## src/rtl/phy_tx_serializer.sv

```systemverilog
// Two-lane transmit serializer: whole 32-bit words alternate between lanes, 4 bytes per word, MSB first.
// A SYNC preamble follows reset; lanes with nothing buffered send IDLE bytes.
module phy_tx_serializer #(
    parameter logic [7:0]  SYNC_BYTE = 8'hBC,
    parameter logic [7:0]  IDLE_BYTE = 8'hBC,
    parameter int unsigned N_SYNC    = 4
) (
    input  logic        clk_32f,
    input  logic        reset,
    input  logic [31:0] data_in,
    input  logic        valid_in,
    output logic        ready_out,
    output logic        output_0,
    output logic        output_1,
    output logic        active_out,
    output logic        wr_lane
);

    typedef enum logic {SYNC, ACTIVE} state_t;

    typedef struct packed {
        logic [7:0] sh;
        logic [1:0] idx;
        logic       full;
    } lane_t;

    localparam logic [3:0] SYNC_LAST = 4'(N_SYNC - 1);

    state_t      state;
    logic [2:0]  bit_cnt;
    logic [3:0]  sync_cnt;
    lane_t       lane0;
    lane_t       lane1;
    logic [31:0] word_buf [2];
    logic        boundary;
    logic        accept;

    function automatic logic [7:0] pick_byte(input logic [31:0] w, input logic [1:0] i);
        case (i)
            2'd0:    pick_byte = w[31:24];
            2'd1:    pick_byte = w[23:16];
            2'd2:    pick_byte = w[15:8];
            default: pick_byte = w[7:0];
        endcase
    endfunction

    // Next value of one lane; a full buffer always drains on consecutive byte slots.
    function automatic lane_t lane_step(input lane_t cur, input logic at_boundary,
                                        input logic is_active, input logic [31:0] w);
        lane_t nxt;
        nxt = cur;
        if (!at_boundary) begin
            nxt.sh = {cur.sh[6:0], 1'b0};
        end else if (!is_active) begin
            nxt.sh = SYNC_BYTE;
        end else if (cur.full) begin
            nxt.sh = pick_byte(w, cur.idx);
            if (cur.idx == 2'd3) begin
                nxt.full = 1'b0;
                nxt.idx  = 2'd0;
            end else begin
                nxt.idx = cur.idx + 2'd1;
            end
        end else begin
            nxt.sh = IDLE_BYTE;
        end
        return nxt;
    endfunction

    assign boundary  = (bit_cnt == 3'd7);
    assign ready_out = (state == ACTIVE) && !(wr_lane ? lane1.full : lane0.full);
    assign accept    = valid_in && ready_out;
    assign output_0  = lane0.sh[7];
    assign output_1  = lane1.sh[7];

    always_ff @(posedge clk_32f) begin
        if (reset) begin
            state      <= SYNC;
            active_out <= 1'b0;
            bit_cnt    <= 3'd7;
            sync_cnt   <= 4'd0;
            wr_lane    <= 1'b0;
            lane0      <= '0;
            lane1      <= '0;
        end else begin
            bit_cnt <= bit_cnt + 3'd1;
            lane0   <= lane_step(lane0, boundary, state == ACTIVE, word_buf[0]);
            lane1   <= lane_step(lane1, boundary, state == ACTIVE, word_buf[1]);

            if (boundary && state == SYNC) begin
                sync_cnt <= sync_cnt + 4'd1;
                if (sync_cnt == SYNC_LAST) begin
                    state      <= ACTIVE;
                    active_out <= 1'b1;
                end
            end

            // A lane only accepts while empty, so this never collides with its own byte load.
            if (accept) begin
                if (wr_lane) begin
                    lane1.full <= 1'b1;
                    lane1.idx  <= 2'd0;
                end else begin
                    lane0.full <= 1'b1;
                    lane0.idx  <= 2'd0;
                end
                wr_lane <= ~wr_lane;
            end
        end
    end

    always_ff @(posedge clk_32f) begin
        if (accept) begin
            word_buf[wr_lane] <= data_in;
        end
    end

endmodule
```

## config.mk

```make
export PLATFORM = sky130hd
export DESIGN_NAME = phy_tx_serializer
export DESIGN_NICKNAME = d
export VERILOG_FILES = /design/src/rtl/phy_tx_serializer.sv
export SDC_FILE = /design/constraint.sdc
export NUM_CORES = 1
export LEC_CHECK = 0
export CAP_MARGIN = 10
export CORE_MARGIN = 3
export CORE_UTILIZATION = 35
export DETAILED_ROUTE_END_ITERATION = 6
export DONT_BUFFER_PORTS = 1
export HOLD_SLACK_MARGIN = 0.12
export PLACE_DENSITY_LB_ADDON = 0.15
export SLEW_MARGIN = 0
export SYNTH_ARGS = -nofsm -noshare
export SYNTH_HDL_FRONTEND = slang
export SYNTH_SLANG_ARGS = --single-unit
```

## constraint.sdc

```tcl
create_clock -name clk_32f -period 4 [get_ports clk_32f]
set_clock_uncertainty 0.05 [all_clocks]
set_input_delay 1.2 -clock clk_32f [delete_from_list [all_inputs] [get_ports clk_32f]]
set_output_delay 1.2 -clock clk_32f [all_outputs]
set_load 0.03 [all_outputs]
```

# Word-level counts from Yosys, hierarchy flattened
# Memory sizes are Yosys's and may differ from the RTL's.
# Index checks and enable logic that the tools add are counted.
totals:
  register_bits: 31
  ramBits: 64
  inputBits: 35
  elab_cells: 64
  mem_count: 1
classes:
  add_sub_neg: 4
  n_eq_ne: 8
  mux: 25
  n_bitwise: 5
  n_reduce_logical: 9
memory_table:
  columns: ["name", "words", "word_bits", "read_ports", "rd_ports_with_merged_regs", "wr", "line_no", "rtl"]
  rows:
  - ["word_buf", 2, 32, 2, 0, 1, "34", "logic [31:0] word_buf [2];"]
ops:
  columns: ["op", "n"]
  rows:
  - ["8-bit 2-to-1 mux", 6]
  - ["8-bit case mux with 3 select lines", 2]
  - ["3-bit 2-to-1 mux", 10]
  - ["2-bit == test, second input constant", 4]
  - ["4-bit OR reduction", 2]
  - ["1-bit 2-to-1 mux", 5]
  - ["1-bit NOT", 5]
  - ["2-bit by 1-bit adder with 2-bit output, second input constant", 2]
  - ["4-bit by 1-bit adder with 4-bit output, second input constant", 1]
  - ["2-bit by 1-bit == test with 1-bit output, second input constant", 2]
  - ["4-bit by 2-bit == test with 1-bit output, second input constant", 1]
  - ["2-bit logical NOT", 2]
  - ["2-bit 2-to-1 mux", 2]
  - ["3-bit by 1-bit adder with 3-bit output, second input constant", 1]
  - ["3-bit == test, second input constant", 1]
  - ["1-bit logical AND", 3]
  - ["2-bit AND reduction", 1]
  - ["1-bit logical NOT", 1]

# Depth between registers and ports, before layout
# Gate-level depths: netlist of run 1.
logic_depth:
  ltp_word: 7
  ltp_mapped: 6
  mapped_depth_nobuf: 5

# Worst setup path before layout of run 1
# Ideal clock, no wire load.
synth_path:
  path_kind: "in2reg"
  from: "input valid_in"
  to: "memory word_buf[1][0], enable pin"
  setup_time_ps: 387
  arrival_ps: 1990
  setup_slack_ps: 1573
  stages: 2
  path_buffers: 0
  path_cell_list: "nand4b_1 > inv_1"
synth_between:
  elab_chain_cells: 3
synth_rtl:
  columns: ["element", "line_no", "rtl"]
  rows:
  - ["start, declared", "11", "input logic valid_in,"]
  - ["1-bit logical AND", "72", "assign accept = valid_in && ready_out;"]
  - ["1-bit 2-to-1 mux", "113", "if (accept) begin"]
  - ["1-bit 2-to-1 mux (implied by the code)", "114", "word_buf[wr_lane] <= data_in;"]
  - ["end, declared", "34", null]
# No other way between the ends.

# Final worst setup path of run 1
layout_path:
  from: "register wr_lane"
  to: "output ready_out"
layout_between:
  elab_chain_cells: 3
layout_rtl:
  columns: ["element", "line_no", "rtl"]
  rows:
  - ["start, declared", "16", "output logic wr_lane"]
  - ["start signal, assigned", "107", "wr_lane <= ~wr_lane;"]
  - ["1-bit 2-to-1 mux", "71", "assign ready_out = (state == ACTIVE) && !(wr_lane ? lane1.full : lane0.full);"]
  - ["1-bit logical NOT", "71", null]
  - ["1-bit logical AND", "71", null]
  - ["end, declared", "12", "output logic ready_out,"]
# No other way between the ends.

==> metrics.md, run 1 <==
| Metric | Value |
|---|---|
| Status | `completed` |
| Fillcell total | `about 940` |
| Top-count cell post-synth | `edfxtp_1` |
| Synth top area cells | `edfxtp_1 54%, dfxtp_1 17%, a222oi_1 4.5%` |
| Iteration-0 DRC Markers | `around 150` |
| CTS H-tree depth | `3` |
| Synth async-reset ratio | `0%` |
| Syn Area/Cell | `roughly 15 µm²` |
| Total gr overflow | `0` |
| Leak | `around 1.3 nW` |
| DP Area | `around 3700 µm²` |
| Ant diodes | `0` |
| Final instance area | `3880 µm²` |
| Met2 GRT Util | `just under 20%` |
| Hold_buf cts | `0` |
| P_sw | `around 400 µW` |
| Core area | `9819 µm²` |
| Sw Share | `between 20 and 25%` |
| Worst-Skew Late Latency | `about 350 ps` |
| CP endpoint kind | `primary output` |
| Maximum VDD drop | `0.2541 mV` |
| RSZ-0062 raised after global routing | `false` |
| DP HPWL | `4674 µm` |
| Die height | `between 100 and 150 µm` |
| Sequential cell area fraction in the yosys report | `between 70% and 80%` |
| Routed wire per std cell | `18.99 µm` |
| Part of the cycle the worst path needs | `roughly 65%` |
| IO Port Bufs | `0` |
| Root buf cell | `clkbuf_8` |
| Via/cell ratio | `roughly 5.1` |
| Die X | `between 100 and 150 µm` |
| Initial Utilization | `~36%` |
| Top delay family on crit path | `flip-flops` |
| Post-synth EDFFs | `64` |
| CP peak stage delay | `590 ps` |
| R2R Setup Slk | `1990 ps` |
| Syn_nets | `roughly 290` |
| Top cell type's share of synthesized area | `53.99%` |
| # Post-CTS Setup Buffers | `0` |
| Critical path peak fanout | `6` |
| Global-route met1 utilization | `between 10% and 20%` |
| GRT busiest layer | `met1` |
| Ys Warns | `0` |
| Final wirelength | `slightly above 7000 µm` |
| Hold crit path type | `reg -> reg` |
| GRT Total Usage | `between 10% and 20%` |
| Final setup violating endpoints | `0` |
| CP startpoint | `wr_lane` |
| Gpl congestion | `0.7491` |
| Nets | `285` |
| Biggest area consumer among synthesized cells | `edfxtp_1` |
| Clock slew at reported path FFs | `around 90 ps` |
| Crit path kind | `reg -> out` |
| Period minus WS final | `between 2000 and 3000 ps` |
| Critical path buffer and inverter count | `0` |
| Vias in the first global route | `slightly above 2000` |
| Cell-by-cell trace of the critical path | `o211a_1` |
| Actual slew at the worst max-slew pin | `between 900 and 1000 ps` |
| Headroom to the max-slew limit | `37.17%` |
| Sequential power share | `60.8%` |
| Top_reg_cell synth | `edfxtp_1` |
| Cell variety after synth | `39` |
| Number of remaining DRC errors | `0` |
| HP Start | `bit_cnt[0]` |
| CTS Buf Count | `9` |
| WP data arrival | `1340 ps` |
| Area of the multi-input gates | `between 900 and 1000 µm²` |
| Internal power | `1.399 mW` |
| Full die area | `11420 µm²` |
| TNS Setup | `0 ps` |
| Slowest CP cell | `dfxtp_1` |
| Clock Sink Count | `95` |
| Clock power share | `between 30% and 40%` |
| #FFs+latches synth | `95` |
| Startpoint types | `register` |
| Initial antenna violation count | `0` |
| PostCTS Resize Cnt | `0` |
| Largest net degree at the start of global routing | `36` |
| CP required | `between 2000 and 3000 ps` |
| Cells after synthesis | `about 240` |
| Share of layout cells above drive strength 1 | `around a tenth` |
| DR vias | `1936` |
| Worst r2r src | `bit_cnt[0]` |
| I/O pin count | `40` |
| Site Rows | `36` |
| Fmax | `about 0.39 GHz` |
| Final Max Tran Viols | `0` |
| Remaining antenna violation count | `0` |
| 1st-pass router iterations | `5` |
| Max Cap Viol | `0` |
| Final hold vios | `0` |
| Sequential cell area | `between 2000 and 3000 µm²` |
| Mapped cell area | `about 3600 µm²` |
| Power Dens Cells | `462.9 nW/µm²` |
| Most frequent cells after synthesis | `64 x edfxtp_1, 31 x dfxtp_1, 16 x a222oi_1, 16 x nor2_1` |
| Max Buffers Root-to-Sink | `2` |
| First-pass GRT wire length | `approximately 12000 µm` |
| Area Growth Syn to Fin | `8.998%` |
| Met3 GRT Util | `4.515%` |
| Gate power share | `3.8%` |
| CTS tree | `yes` |
## layout make-up
class	count	share of cell area, %
multi-input combinational	124	23.83
tap	133	4.289
sequential	95	65.53
clock buffer	9	3.193
timing repair buffer	3	0.5805
clock inverter	7	1.999
inverter	6	0.5805
## final timing paths
kind / to / depth (start not counted)
max reg2reg: lane0[1] / 6
min reg2reg: bit_cnt[0] / 1
min: bit_cnt[0] / 1
max: ready_out / 1
## kinds of logic after synthesis
| group | after synthesis | share of synthesized area (%) |
|---|---|---|
| buffers and inverters | 20 | 2.601 |
| DFF | 95 | 71.42 |
| AOI/OAI and AO/OA | 53 | 11.77 |
| adders and majority gates | 11 | 3.866 |
| xor gates and xnor gates | 2 | 0.4922 |
| and+or+nand+nor | 54 | 8.682 |
| muxes | 4 | 1.160 |
## sequential cells by signal, summed over array words and instances, names as in the netlist
register	flops
lane1	10
state	1
bit_cnt	3
sync_cnt	4
word_buf	64
lane0	10
output_0	1
output_1	1
wr_lane	1
## stage by stage
stage | cells | total power, mW | hold WS [ps] | util (%) | worst slack (ps)
floorplan | 239 | 1.172 | 324.6 | - | 1573
global placement | 361 | 1.182 | 335.4 | 37.46 | 1465
detailed placement | 361 | 1.184 | 341.2 | 37.46 | 1441
CTS | 377 | 1.819 | 366.7 | 39.51 | 1380
global route | 377 | 1.877 | 396.3 | 39.51 | 1337
finish | 377 | 1.796 | 362.6 | 39.51 | 1412
## cells in the final DEF (no fill, tap or decap), types with 2 or more instances in the layout
cell / Yosys / routed
nand3_4: 2 / 2
a22o_1: 4 / 4
nand3_1: 2 / 2
a31oi_1: 2 / 2
a21oi_1: 8 / 8
and2_1: 2 / 2
o21ai_0: 6 / 6
inv_6: 0 / 2
a211oi_1: 5 / 5
nand2b_1: 2 / 2
or2_2: 2 / 2
or3_1: 2 / 2
a222oi_1: 16 / 16
o32ai_1: 5 / 5
dfxtp_1: 31 / 31
o21bai_1: 5 / 5
nor3_1: 2 / 2
nor2_1: 16 / 16
clkinvlp_4: 0 / 2
clkbuf_8: 0 / 9
nand2_1: 11 / 11
buf_4: 0 / 3
ha_1: 11 / 11
inv_1: 6 / 6
nor3b_1: 6 / 6
edfxtp_1: 64 / 64
mux2i_1: 3 / 3
## routing by layer
layer | vias up | routed length (µm)
li1 | 926 | -
met2 | 68 | 3215
met4 | 0 | 59
met3 | 4 | 529
met5 | - | 0
met1 | 938 | 3356
## power by group through the flow
stage          clock, mW  sequential [mW]  combinational [mW]
5_1_grt            0.702             1.10              0.0795
2_1_floorplan          0             1.11              0.0608
3_3_place_gp           0             1.11              0.0680
6_report           0.636             1.09              0.0684
4_1_cts            0.658             1.09              0.0696
3_5_place_dp           0             1.11              0.0692
(Power assumes the default switching activity.)
==> run 2: changes to the inputs <==
==> constraint.sdc (replaced) <==
create_clock -name clk_32f -period 2.3 [get_ports clk_32f]
set_clock_uncertainty 0.05 [all_clocks]
set_input_delay 0.69 -clock clk_32f [delete_from_list [all_inputs] [get_ports clk_32f]]
set_output_delay 0.69 -clock clk_32f [all_outputs]
set_load 0.03 [all_outputs]
==> metrics.md, run 2 (synthesis results as in run 1) <==
| Metric | Value |
|---|---|
| Status | `completed` |
| Biggest regs | `word_buf x64, lane0 x10, lane1 x10` |
| Startpoint types | `register` |
| CTS tree | `yes` |
| Via/cell ratio | `approximately 5.2` |
| Initial antenna violation count | `0` |
| Cell-by-cell trace of the critical path | `o211a_1` |
| DP HPWL | `4806 µm` |
| 1st-pass router iterations | `5` |
| Core area | `slightly below 10000 µm²` |
| Iteration-0 DRC Markers | `148` |
| Leak | `approximately 1.3 nW` |
| Remaining antenna violation count | `0` |
| Max Buffers Root-to-Sink | `2` |
| Fillcell total | `~1000` |
| Worst Setup Slack, final | `roughly 200 ps` |
| Critical path buffer and inverter count | `0` |
| Area Growth Syn to Fin | `9.561%` |
| Gate power share | `4.0%` |
| Part of the cycle the worst path needs | `a little over 90%` |
| Actual slew at the worst max-slew pin | `between 500 and 600 ps` |
| P_sw | `slightly above 700 µW` |
| Critical path peak fanout | `10` |
| Ant diodes | `0` |
| Most frequent cells in the layout | `64 x edfxtp_1, 31 x dfxtp_1, 16 x a222oi_1, 16 x nor2_1` |
| RSZ-0062 raised after global routing | `false` |
| IO Port Bufs | `0` |
| # Post-CTS Setup Buffers | `0` |
| Period minus WS final | `2098 ps` |
| Gpl congestion | `approximately 0.75` |
| Sw Share | `23.49%` |
| Initial Utilization | `between 30% and 40%` |
| Top delay family on crit path | `flip-flops` |
| Max FFs per register | `64` |
| Final wirelength | `approximately 7000 µm` |
| Vias in the first global route | `~2000` |
| Internal power | `2.344 mW` |
| Share of layout cells above drive strength 1 | `11.34%` |
| Power Dens Cells | `between 700 and 800 nW/µm²` |
| I/O pin count | `40` |
| CTS H-tree depth | `3` |
| Clock slew at reported path FFs | `roughly 90 ps` |
| Total gr overflow | `0` |
| Worst-Skew Late Latency | `360 ps` |
| Final hold vios | `0` |
| Final setup violating endpoints | `0` |
| Hold_buf cts | `0` |
| CP endpoint kind | `primary output` |
| Cell total after placement | `364` |
| Area of the multi-input gates | `just over 900 µm²` |
| Slowest CP cell | `dfxtp_1` |
| Final std cells w/o fill | `380` |
| Largest net degree at the start of global routing | `36` |
| DR vias | `approximately 2000` |
| Maximum VDD drop | `approximately 0.42 mV` |
| Hold crit path type | `in -> reg` |
| WP data arrival | `1360 ps` |
| PostCTS Resize Cnt | `0` |
| Crit path kind | `reg -> out` |
| Sequential power share | `61.9%` |
| Clock power share | `around a third` |
| TNS Setup | `0 ps` |
| CTS Buf Count | `9` |
| Routed wire per std cell | `approximately 19 µm` |
| GRT Total Usage | `13.35%` |
| Largest reg by FF count | `word_buf` |
| First-pass GRT wire length | `around 11000 µm` |
| Die height | `106.9 µm` |
| Nets | `about 290` |
| Number of remaining DRC errors | `0` |
| Clock Sink Count | `between 90 and 100` |
| Root buf cell | `clkbuf_8` |
| Sequential cell area | `about 2500 µm²` |
| Most common cell after layout, fill and taps aside | `edfxtp_1` |
| Fmax | `0.4766 GHz` |
| Full die area | `between 10000 and 15000 µm²` |
| Die X | `between 100 and 150 µm` |
| CP peak stage delay | `approximately 600 ps` |
| Site Rows | `36` |
| Final Max Tran Viols | `0` |
| Headroom to the max-slew limit | `approximately 65%` |
| Overall power | `3.064 mW` |
| Max Cap Viol | `0` |
| Post-Place Worst Slack | `~410 ps` |
| CP required | `between 1500 and 2000 ps` |
run 2: final timing paths:
| path | startpoint | to | slack [ps] | cells after the start |
|---|---|---|---|---|
| worst min-delay path | reset | sync_cnt[2] | 340 | 1 |
| worst max register to register | bit_cnt[0] | output_0 | 420 | 5 |
| worst min register to register | bit_cnt[0] | bit_cnt[0] | 360 | 1 |
| worst max-delay path | state | ready_out | 200 | 1 |
run 2: area by class of cell:
cell class	count	share of cell area [%]
clock inverters	6	1.508
clock buffers	10	3.272
multi-input cells	124	23.71
repair buffers	6	1.476
flip-flops and latches	95	65.19
well taps	133	4.267
inverters	6	0.5775
run 2: power groups by stage:
stage | Clock, mW | Combinational (mW) | Sequential (mW)
floorplan | 0 | 0.106 | 1.93
global placement | 0 | 0.122 | 1.94
detailed placement | 0 | 0.122 | 1.94
CTS | 1.09 | 0.122 | 1.90
global route | 1.16 | 0.138 | 1.90
finish | 1.05 | 0.121 | 1.90
run 2: through the flow:
stage / hold WS, ps / util (%) / cell area, µm²
5_1_grt: 302.4 / 39.72 / 3900
4_1_cts: 318.3 / 39.72 / 3900
3_3_place_gp: 332.9 / 37.82 / 3714
6_report: 337.9 / 39.72 / 3900
2_1_floorplan: 324.6 / - / 3560
3_5_place_dp: 339.2 / 37.82 / 3714
run 2: metal layers:
metal | up-vias | global-route usage, % | share of wire [%] | wire length, µm
met4 | 0 | 3.470 | 0.53 | 38
met3 | 2 | 6.924 | 8.9 | 635
li1 | 941 | - | - | -
met5 | - | 0 | 0 | 0
met2 | 80 | 19.29 | 45 | 3239
met1 | 940 | 17.72 | 45 | 3215
==> run 3: changes to the inputs <==
--- a/config.mk
+++ b/config.mk
@@ -10,6 +10,7 @@
 export CORE_UTILIZATION = 35
 export DETAILED_ROUTE_END_ITERATION = 6
 export DONT_BUFFER_PORTS = 1
+export GPL_TIMING_DRIVEN = 0
 export HOLD_SLACK_MARGIN = 0.12
 export PLACE_DENSITY_LB_ADDON = 0.15
 export SLEW_MARGIN = 0
==> metrics.md, run 3 (synthesis results as in run 1) <==
| Metric | Value |
|---|---|
| Max FFs per register | `64` |
| Global-route met1 utilization | `approximately 18%` |
| 1st-pass router iterations | `7` |
| Cell total after placement | `373` |
| Critical path buffer and inverter count | `0` |
| Clock Sink Count | `95` |
| CTS H-tree depth | `3` |
| Fillcell total | `approximately 1000` |
| Leak | `about 1.3 nW` |
| Root buf cell | `clkbuf_8` |
| CP required | `about 1600 ps` |
| DP Area | `roughly 3800 µm²` |
| Part of the cycle the worst path needs | `between 90 and 100%` |
| Crit path kind | `reg -> out` |
| Startpoint types | `register` |
| Headroom to the max-slew limit | `a little over a third` |
| Max Buffers Root-to-Sink | `2` |
| Biggest regs | `word_buf x64, lane0 x10, lane1 x10` |
| Hold crit path type | `reg -> reg` |
| Met3 GRT Util | `between 4 and 5%` |
| Routed wire per std cell | `~19 µm` |
| Most frequent cells in the layout | `64 x edfxtp_1, 30 x dfxtp_1, 16 x a222oi_1, 16 x nor2_1` |
| Final wirelength | `7340 µm` |
| CTS tree | `yes` |
| Worst-Skew Late Latency | `~360 ps` |
| Remaining antenna violation count | `0` |
| IO Port Bufs | `0` |
| Site Rows | `36` |
| Vias in the first global route | `around 2100` |
| Final core utilization | `40.11%` |
| Full die area | `~11000 µm²` |
| CP endpoint kind | `primary output` |
| Gpl congestion | `about 0.7` |
| Initial Utilization | `36.25%` |
| I/O pin count | `40` |
| Area Growth Syn to Fin | `10.65%` |
| First-pass GRT wire length | `11650 µm` |
| Core area | `a little under 10000 µm²` |
| Status | `completed` |
| Max Cap Viol | `0` |
| CTS Buf Count | `9` |
| Nets | `about 300` |
| Power Dens Cells | `~800 nW/µm²` |
| Final Max Tran Viols | `0` |
| GRT Total Usage | `13.70%` |
| Initial antenna violation count | `0` |
| Final setup violating endpoints | `0` |
| DP HPWL | `5015 µm` |
| Most common cell after layout, fill and taps aside | `edfxtp_1` |
| Via/cell ratio | `5.129` |
| Iteration-0 DRC Markers | `144` |
| Area of the multi-input gates | `approximately 900 µm²` |
| Actual slew at the worst max-slew pin | `a little under 1000 ps` |
| Top delay family on crit path | `flip-flops` |
| Fmax | `0.4713 GHz` |
| Die height | `approximately 110 µm` |
| Cell-by-cell trace of the critical path | `o211a_1` |
| Die X | `106.9 µm` |
| Final std cells w/o fill | `around 400` |
| DR vias | `1995` |
| Period minus WS final | `between 2000 and 2500 ps` |
| GRT busiest layer | `met2` |
| Total gr overflow | `0` |
| Met2 GRT Util | `20.86%` |
| Maximum VDD drop | `0.4502 mV` |
| Clock slew at reported path FFs | `around 90 ps` |
| RSZ-0062 raised after global routing | `false` |
| Ant diodes | `0` |
| Share of layout cells above drive strength 1 | `between 10% and 20%` |
| Sequential cell area | `between 2000 and 3000 µm²` |
| Slowest CP cell | `dfxtp_1` |
| Largest reg by FF count | `word_buf` |
| CP peak stage delay | `a little over 600 ps` |
| Worst hold margin | `about 360 ps` |
| Final hold vios | `0` |
| Largest net degree at the start of global routing | `36` |
| Number of remaining DRC errors | `0` |
| Final instance area | `3939 µm²` |
| Critical path peak fanout | `6` |
| Hold_buf cts | `0` |
| WP data arrival | `around 1400 ps` |
[run 3: changes by cell type in the layout (fill, tap and decap cells not counted), moves of 2 or more]
cell	change
clkbuf_1	+8
buf_4	-5
buf_2	+2
buf_6	+2
[run 3: final timing paths]
| kind | start | endpoint | slack, ps | depth (start not counted) |
|---|---|---|---|---|
| worst min-delay path | bit_cnt[0] | bit_cnt[0] | 360 | 1 |
| worst max-delay path | wr_lane | ready_out | 180 | 1 |
| worst min register to register | bit_cnt[0] | bit_cnt[0] | 360 | 1 |
| worst max register to register | state | word_buf[0][26] | 290 | 2 |
[run 3: per-stage QoR]
| stage | setup slack, ps | total power [mW] | setup TNS [ps] |
|---|---|---|---|
| 2_1_floorplan | 294.8 | 2.037 | 0 |
| 3_3_place_gp | -200.1 | 2.069 | -6339 |
| 3_5_place_dp | 77.85 | 2.073 | 0 |
| 4_1_cts | 4.642 | 3.121 | 0 |
| 5_1_grt | 120.2 | 3.195 | 0 |
| 6_report | 178.0 | 3.085 | 0 |
[run 3: final cells by class]
class / instances / area share (%)
sequential: 95 / 64.58
clock buffer: 9 / 3.145
timing repair buffer: 1 / 0.6989
tap: 133 / 4.225
clock inverter: 7 / 1.525
multi-input combinational: 124 / 23.48
inverter: 6 / 0.5718
buffer: 14 / 1.779
[run 3: power breakdown]
group / switching [mW] / total (mW) / internal (mW)
clock network: 0.637 / 1.05 / 0.417
logic: 0.0746 / 0.132 / 0.0576
registers: 0.0318 / 1.90 / 1.87
total: 0.744 / 3.08 / 2.34
[run 3: what timing repair did]
item                                   4_1_cts  5_1_grt
setup endpoints to repair                    0       50
endpoints found under the hold margin        0        0
setup buffers                                0        0
gates resized for setup                      0        1
[run 3: metal layers]
| layer | routed length (µm) | share of wire [%] |
|---|---|---|
| met1 | 3349 | 46 |
| met2 | 3284 | 45 |
| met3 | 614 | 8.4 |
| met4 | 91 | 1.2 |
| met5 | 0 | 0 |
==> edit, RTL diff (settings of run 3) <==
Make the reset (`reset`) asynchronous in one clocked block. Comments in the files are not updated.
--- a/src/rtl/phy_tx_serializer.sv
+++ b/src/rtl/phy_tx_serializer.sv
@@ -73,7 +73,7 @@
     assign output_0  = lane0.sh[7];
     assign output_1  = lane1.sh[7];
 
-    always_ff @(posedge clk_32f) begin
+    always_ff @(posedge clk_32f or posedge reset) begin
         if (reset) begin
             state      <= SYNC;
             active_out <= 1'b0;
Function: differs if reset is asserted again (counterexample within 4 cycles, from zero or initial values and one cycle with reset high); with reset held inactive, the same outputs for 10 cycles.
==> edit against run 3 <==
Design area rose by 6.6%. Setup slack improved by 0.0064 ns. Cell count fell by 2.3%. Area after synthesis rose by 3.8%. Sequential cell count did not move. First-iteration DRC count rose by 13%. Wire length rose by 1.1%. Synthesized cell count fell by 5.9%. Critical path type unchanged. Largest cell class unchanged. Highest routed layer unchanged.
Power is not compared: it rests on default switching activity, and its combinational part moved more than twofold at a synthesized area within 25%.
==> edit: results (changes against run 3) <==
[drt]
drt_first_iter_violations=162  ; was 144
avg_vias_per_cell=5.066  ; was 5.129
drt-total-wl_um=7418  ; was 7340 um
routedWlPerCell_um=19.52  ; was 18.87 um
detailed_router_iteration_count_before_antenna_repair=5  ; was 7

[setup_path]
worstPathMaxFanout=9  ; was 6
reg2regPathDepth=4  ; was 2
critical-path-slowest-cell=sky130_fd_sc_hd__dfrtp_1  ; was sky130_fd_sc_hd__dfxtp_1
r2r_slack_ns=0.35  ; was 0.29 ns
cp-startpoint=state  ; was wr_lane
critical_path.max_stage_delay_ns=0.67  ; was 0.61 ns
regToRegEndpoint=word_buf[1][3]  ; was word_buf[0][26]

[placement]
post-place-cells=363  ; was 373
place.detailed.hpwl_um=4891  ; was 5015 um
finalWeightedCongestion=0.7161  ; was 0.7032

[min_path]
hold_path_class=input port to async pin  ; was flip-flop to flip-flop

[global_route]
grtUsageMet2_pct=20.56  ; was 20.86%
grt_use_met3_pct=5.980  ; was 4.816%
grt_max_degree=21  ; was 36
groute.usage.overall_pct=13.61  ; was 13.70%
first_global_vias=2055  ; was 2145
use_met1_pct=17.32  ; was 17.90%

[synth]
synth-edff-count=64  ; unchanged
synth_fp_nets=271  ; was 285
netlist-cell-type-count=36  ; was 39
synth.top_cells.by_count=64 x sky130_fd_sc_hd__edfxtp_1, 28 x sky130_fd_sc_hd__dfrtp_1, 24 x sky130_fd_sc_hd__inv_1  ; was 64 x sky130_fd_sc_hd__edfxtp_1, 31 x sky130_fd_sc_hd__dfxtp_1, 16 x sky130_fd_sc_hd__a222oi_1, 16 x sky130_fd_sc_hd__nor2_1
ys_seq_area_share_pct=73.09  ; was 71.42%
netlist_top_cells_area=sky130_fd_sc_hd__edfxtp_1 52%, sky130_fd_sc_hd__dfrtp_1 19%, sky130_fd_sc_hd__a222oi_1 4.1%  ; was sky130_fd_sc_hd__edfxtp_1 54%, sky130_fd_sc_hd__dfxtp_1 17%, sky130_fd_sc_hd__a222oi_1 4.5%
synth_async_sr_flop_share_pct=32.63  ; was 0%
synthesis.instances=225  ; was 239

[run_status]
run_status=finished clean  ; unchanged

[layout]
finalNetCount=288  ; was 297
ratio_of_cells_with_drive_above_1_in_the_final_layout_pct=19.84  ; was 10.94%

[sta]
timing.max_slew.rel_slack_pct=63.72  ; was 34.68%

[clock_network]
cts_buffers=9  ; unchanged
cts_max_level=3  ; unchanged

==> edit: worst min-delay path by stage <==
stage                        to  slack, ns
global placement     bit_cnt[0]       0.37
finish              sync_cnt[3]       0.21
floorplan            bit_cnt[0]       0.37
detailed placement   bit_cnt[0]       0.38
CTS                 sync_cnt[2]       0.21
global route        sync_cnt[2]       0.22
==> edit: repair_timing <==
| action | 4_1_cts | 5_1_grt |
|---|---|---|
| endpoints found under the setup margin | 0 | 17 |
| resized for setup | 0 | 1 |
| hold buffers | 0 | 0 |
| setup buffers | 0 | 1 |
| hold endpoints to repair | 0 | 0 |
==> edit: final cells by class <==
cell class | count | area, sq um
multi-input combinational | 94 | 822.0
tap | 133 | 166.4
buffer | 12 | 82.58
fill | 945 | 5802
clock inverter | 6 | 61.31
inverter | 24 | 90.09
clock buffer | 10 | 127.6
sequential | 95 | 2703
timing repair buffer | 6 | 145.1
==> edit: kinds of logic (layout without fill, tap and decap cells) <==
| kind of cell | after synthesis | in the layout | synth area share (%) |
|---|---|---|---|
| mux | 17 | 17 | 4.739 |
| simple gates | 23 | 23 | 3.724 |
| fa+ha+maj | 11 | 11 | 3.724 |
| xor+xnor | 3 | 3 | 0.7110 |
| flops | 95 | 95 | 73.09 |
| buf+inv | 36 | 58 | 4.671 |
| compound gates | 40 | 40 | 9.343 |
==> edit: layer usage <==
layer,up-vias,routed length (um)
li1,885,-
met2,60,3531
met4,0,178
met5,-,0
met3,11,589
met1,969,3119
==> edit: stage by stage <==
| step | total power [mW] | cell area, sq um | utilization (%) | worst slack [ns] |
|---|---|---|---|---|
| 6_report | 4.615 | 4198 | 41.98 | 0.1844 |
| 5_1_grt | 4.882 | 4198 | 41.98 | 0.1046 |
| 4_1_cts | 4.675 | 4189 | 41.89 | 0.01367 |
| 3_5_place_dp | 3.610 | 4000 | 40.00 | 0.05836 |
| 3_3_place_gp | 3.528 | 3862 | 38.63 | -0.6782 |
| 2_1_floorplan | 3.167 | 3696 | - | 0.03169 |
==> edit: report_power, final <==
group | leakage (nW) | total, mW | switching [mW] | internal (mW)
clock | 0.0976 | 1.05 | 0.550 | 0.500
combinational | 0.564 | 1.22 | 0.688 | 0.537
sequential | 0.947 | 2.34 | 0.198 | 2.14
total | 1.61 | 4.62 | 1.44 | 3.18
